`config.mk`:
```
export PLATFORM = sky130hd
export DESIGN_NAME = rr_decoder_arbiter
export DESIGN_NICKNAME = d
export VERILOG_FILES = /design/src/rtl/rr_decoder_arbiter.sv
export SDC_FILE = /design/constraint.sdc
export NUM_CORES = 1
export LEC_CHECK = 0
export CORE_MARGIN = 8
export CORE_UTILIZATION = 24
export CTS_BUF_LIST = sky130_fd_sc_hd__clkbuf_8
export DETAILED_ROUTE_END_ITERATION = 12
export GPL_ROUTABILITY_DRIVEN = 0
export PLACE_DENSITY = 0.4
export SLEW_MARGIN = 25
export SYNTH_ARGS = -nofsm -noshare
export SYNTH_HDL_FRONTEND = slang
export SYNTH_SLANG_ARGS = --single-unit
```
`constraint.sdc`:
```
create_clock -name clk -period 5.4 [get_ports clk]
set_input_delay 1.08 -clock clk [delete_from_list [all_inputs] [get_ports clk]]
set_output_delay 1.08 -clock clk [all_outputs]
set_load 0.01 [all_outputs]
```
`src/rtl/rr_decoder_arbiter.sv`:
```
// Round-robin arbiter sharing a one-hot-selected resource (e.g. a 2-to-4 decoder) between 4 requesters.
// Optional macro RR_DECODER_ARBITER_LOCK_EN adds a 'lock' input that suppresses the hold timeout.
module rr_decoder_arbiter #(
  parameter int MAX_HOLD = 8,
  parameter int CNT_W    = 8
) (
  input  logic       clk,
  input  logic       rst,
`ifdef RR_DECODER_ARBITER_LOCK_EN
  input  logic       lock,
`endif
  input  logic [3:0] req,
  output logic       gnt_en,
  output logic [1:0] gnt_idx,
  output logic [3:0] gnt_oh,
  output logic       busy
);

  typedef enum logic {IDLE, GRANT} state_t;

  state_t           state, state_nxt;
  logic [1:0]       idx_q, idx_nxt;
  logic [1:0]       last_q, last_nxt;
  logic [CNT_W-1:0] hold_cnt, cnt_nxt;
  logic [3:0]       want;
  logic [2:0]       pick_all, pick_oth;
  logic             at_max;
  logic             lock_active;

  // Requester k drives req[3-k]; flip once so want[k] belongs to requester k.
  assign want   = {req[0], req[1], req[2], req[3]};
  assign at_max = (hold_cnt == CNT_W'(MAX_HOLD));

`ifdef RR_DECODER_ARBITER_LOCK_EN
  assign lock_active = lock;
`else
  assign lock_active = 1'b0;
`endif

  // Returns {found, index} of the first requester after 'last' in mod-4 order.
  function automatic logic [2:0] rr_pick(input logic [3:0] w, input logic [1:0] last);
    logic [1:0] cand;
    rr_pick = 3'b000;
    for (int i = 3; i >= 0; i--) begin
      cand = last + 2'(i + 1);
      if (w[cand]) rr_pick = {1'b1, cand};
    end
  endfunction

  assign pick_all = rr_pick(want, last_q);
  assign pick_oth = rr_pick(want & ~(4'b0001 << idx_q), last_q);

  // NOTE: reset is sampled only on the clock edge, and every register uses <= so all update together.
  always_ff @(posedge clk) begin
    if (rst) begin
      state    <= IDLE;
      idx_q    <= 2'd0;
      last_q   <= 2'd3;
      hold_cnt <= '0;
    end else begin
      state    <= state_nxt;
      idx_q    <= idx_nxt;
      last_q   <= last_nxt;
      hold_cnt <= cnt_nxt;
    end
  end

  always_comb begin
    // NOTE: defaults first so every path assigns every signal and no latch is inferred.
    state_nxt = state;
    idx_nxt   = idx_q;
    last_nxt  = last_q;
    cnt_nxt   = hold_cnt;
    unique case (state)
      IDLE: begin
        cnt_nxt = '0;
        if (pick_all[2]) begin
          state_nxt = GRANT;
          idx_nxt   = pick_all[1:0];
          last_nxt  = pick_all[1:0];
          cnt_nxt   = CNT_W'(1);
        end
      end
      GRANT: begin
        if (!want[idx_q]) begin
          if (pick_all[2]) begin
            idx_nxt  = pick_all[1:0];
            last_nxt = pick_all[1:0];
            cnt_nxt  = CNT_W'(1);
          end else begin
            state_nxt = IDLE;
            cnt_nxt   = '0;
          end
        end else if (at_max && !lock_active) begin
          // Timeout: hand over to another waiter, or restart the tenure if nobody waits.
          cnt_nxt = CNT_W'(1);
          if (pick_oth[2]) begin
            idx_nxt  = pick_oth[1:0];
            last_nxt = pick_oth[1:0];
          end
        end else if (!at_max) begin
          cnt_nxt = hold_cnt + CNT_W'(1);
        end
      end
      default: state_nxt = IDLE;
    endcase
  end

  // Outputs depend only on registers, never on req.
  always_comb begin
    gnt_en  = (state == GRANT);
    busy    = gnt_en;
    gnt_idx = idx_q;
    gnt_oh  = gnt_en ? (4'b1000 >> idx_q) : 4'b0000;
  end

endmodule

```
==> impl_metrics.tcl <==
set metrics [dict create \
    powerDensity_nw_per_um2 351.0 \
    routedWlPerCell_um 13.12 \
    async_flop_share_pct 0 \
    via_per_inst 4.805 \
    grt_use_met1_pct 10.67 \
    cts_buffers 3 \
    status "finished, final reports clean" \
    hpwl_um 1799 \
    portBuffers 13 \
    top_level_ports 14 \
    synth-seq-cells 13 \
    pre_cts_ws_ps 2190 \
    met2_usage_pct 11.88 \
    criticalPathCategory "in2reg" \
    rrSetupSlack_ps 3120 \
    setup_violations 0 \
    cp-startpoint "req[2]" \
    drv_cap 0 \
    layout.cells.non_filler 185 \
    yosysWarnings 0 \
    cts-root-buf "clkbuf_8" \
    ys_seq_area_share_pct 26.33 \
    nNetsFinal 144 \
    htree_levels 1 \
    synth_commonest_cells "nor2_1 (15), dfxtp_1 (13), inv_1 (8), a21oi_1 (7)" \
    holdCritPathClass "reg2reg" \
    gr-max-usage-layer "met2" \
    fmax_mhz 338.3 \
    yosys.area.top_type "dfxtp_1" \
    synth.distinct_cells 42 \
    core-area_um2 3971 \
    critPathArrivalTime_ps 3110 \
    hold_start "hold_cnt[0]$_SDFF_PP0_" \
    grtUsageMet3_pct 3.237 \
    worst_pin_slew_ps 698.9 \
    initial_core_util_pct 24.89 \
    vias 889 \
    finalHoldViolCount 0 \
    worstSetupStartpointType "input pin" \
    postSynthAreaPerCell_um2 7.845 \
    final.fill_count 440 \
    design.die.area_um2 6428 \
    cts_resized 0 \
    dp_cells 181 \
    synth.most_common_cell "nor2_1" \
    fin_crit_sh_pct 54.74 \
    r2r_cells 6 \
    clockBufferDepth 2 \
    firstDrtPassIters 6 \
    rsz0062_at_grt "false" \
    grt_pass1_vias 896 \
    drt_iter0_markers 24 \
    ant_nets 0 \
    required_ps 5560 \
    finalSetupTns_ps 0 \
    grt_max_degree 20 \
    synth-main-ff-cell "dfxtp_1" \
    grt_first_pass_wirelength_um 4236 \
    crit_fanout 11 \
    hold_end "hold_cnt[0]$_SDFF_PP0_" \
    ys_top_cells_by_area "dfxtp_1 (26%), mux2i_1 (6.1%), nor2_1 (5.7%)" \
    area_growth_pct 18.86 \
    row_count 23 \
    cts_sinks 13 \
    die_h_um 80.18 \
    die_w_um 80.18 \
    yosysTopAreaCellShare_pct 26.33 \
    clk_pin_slew_worst_paths_ps 50 \
    syn-num-nets 134 \
    syn_inst 126 \
    leakage_nw 0.4435 \
    hold_depth 1 \
    endpoint_kind "flip-flop" \
    slew_viol_final 0 \
    syn_area_um2 988.4 \
    cts_tree "yes" \
    grt-ovfl-total 0 \
    fin_ws_ps 2444 \
    r2r_end "last_q[0]$_SDFFE_PP1P_" \
    slew_headroom_pct 53.34 \
    peakVddDrop_v 0.0001140 \
    drive_above_1_share_pct 6.667 \
    worstReg2RegStart "gnt_idx[0]$_SDFFE_PP0P_" \
    clk_latency_ps 240 \
    holdBufCountCts 0 \
    route.detailed.drc 0 \
    grtUsageTotal_pct 8.163 \
    clock_skew_ps 1.982 \
    cts_setup_buffers 0 \
    wl_um 2428 \
    final.min_clock_period_ps 2956 \
    diodes 0 \
    grt_antenna_before_repair 0 \
    synth_edf_count 0 \
]
[layout make-up]
type                    instances  area (um2)  share of cell area (%)
clock inverters                 1       3.754                  0.3195
clock buffers                   3       41.29                   3.514
repair buffers                 13       130.1                   11.08
multi-input cells              97       646.9                   55.06
inverters                       8       30.03                   2.556
flip-flops and latches         13       260.3                   22.15
well taps                      50       62.56                   5.325
[worst max-delay path by stage]
stage | cells after the start | slack, ps | end
after detailed placement | 7 | 2190 | last_q[1]$_SDFFE_PP1P_
after floorplan | 7 | 2940 | gnt_idx[0]$_SDFFE_PP0P_
after global routing | 6 | 2240 | hold_cnt[7]$_SDFF_PP0_
after global placement | 7 | 2180 | gnt_idx[0]$_SDFFE_PP0P_
after CTS | 7 | 2460 | gnt_idx[0]$_SDFFE_PP0P_
final | 7 | 2440 | gnt_idx[0]$_SDFFE_PP0P_
[logic make-up after synthesis]
family / Yosys count / synth area share (%)
xor gates and xnor gates: 8 / 7.089
AOI/OAI and AO/OA: 27 / 19.75
DFF: 13 / 26.33
muxes: 8 / 8.355
buffers and inverters: 16 / 8.227
adders and majority gates: 2 / 2.531
and+or+nand+nor: 52 / 27.72
[sequential cells by signal (all words and copies together), names as in the netlist]
register,cells
hold_cnt,8
busy,1
last_q,2
gnt_idx,2
[power breakdown]
| part | leakage (nW) | internal (mW) | total [mW] | switching (mW) |
|---|---|---|---|---|
| Combinational | 0.310 | 0.0935 | 0.180 | 0.0864 |
| Sequential | 0.107 | 0.107 | 0.149 | 0.0418 |
| Clock | 0.0269 | 0.0501 | 0.0832 | 0.0331 |
[placed cells by master (no fill, tap or decap), types with 2 or more instances in the layout]
cell	count
o22ai_1	3
xor2_1	5
nor2_1	15
dfxtp_1	13
or3_1	2
and3_1	3
mux2i_1	6
or2_2	2
nor2b_1	3
nand2b_1	5
o211ai_1	2
ha_1	2
o221ai_1	2
xnor2_1	3
mux2_2	2
and2_1	2
nand3_1	5
clkbuf_8	3
a211oi_1	2
nor3_1	3
inv_1	9
clkdlybuf4s50_1	13
a21oi_1	7
nand2_1	6
[per-stage QoR]
stage / util [%] / power (mW) / area [um2] / hold WS [ps]
2_1_floorplan: - / 0.2845 / 988.4 / 468.6
5_1_grt: 29.58 / 0.4475 / 1175 / 585.7
6_report: 29.58 / 0.4123 / 1175 / 511.4
3_3_place_gp: 28.45 / 0.3324 / 1130 / 501.8
3_5_place_dp: 28.45 / 0.3301 / 1130 / 512.0
4_1_cts: 29.58 / 0.4153 / 1175 / 520.1
[routing by layer]
layer	up-vias	part of all wire (%)	wire length [um]
met1	408	50	1223
li1	461	-	-
met5	-	0	0
met3	5	5.5	134
met4	0	0.86	21
met2	15	43	1049
[critical path: stages]
cell	delay, ps
clkdlybuf4s50_1	660
nor2b_1	280
a221o_1	190
o21ai_1	90
and4_1	230
or3_1	390
o32ai_2	200
Power figures use the tool's default switching activity.
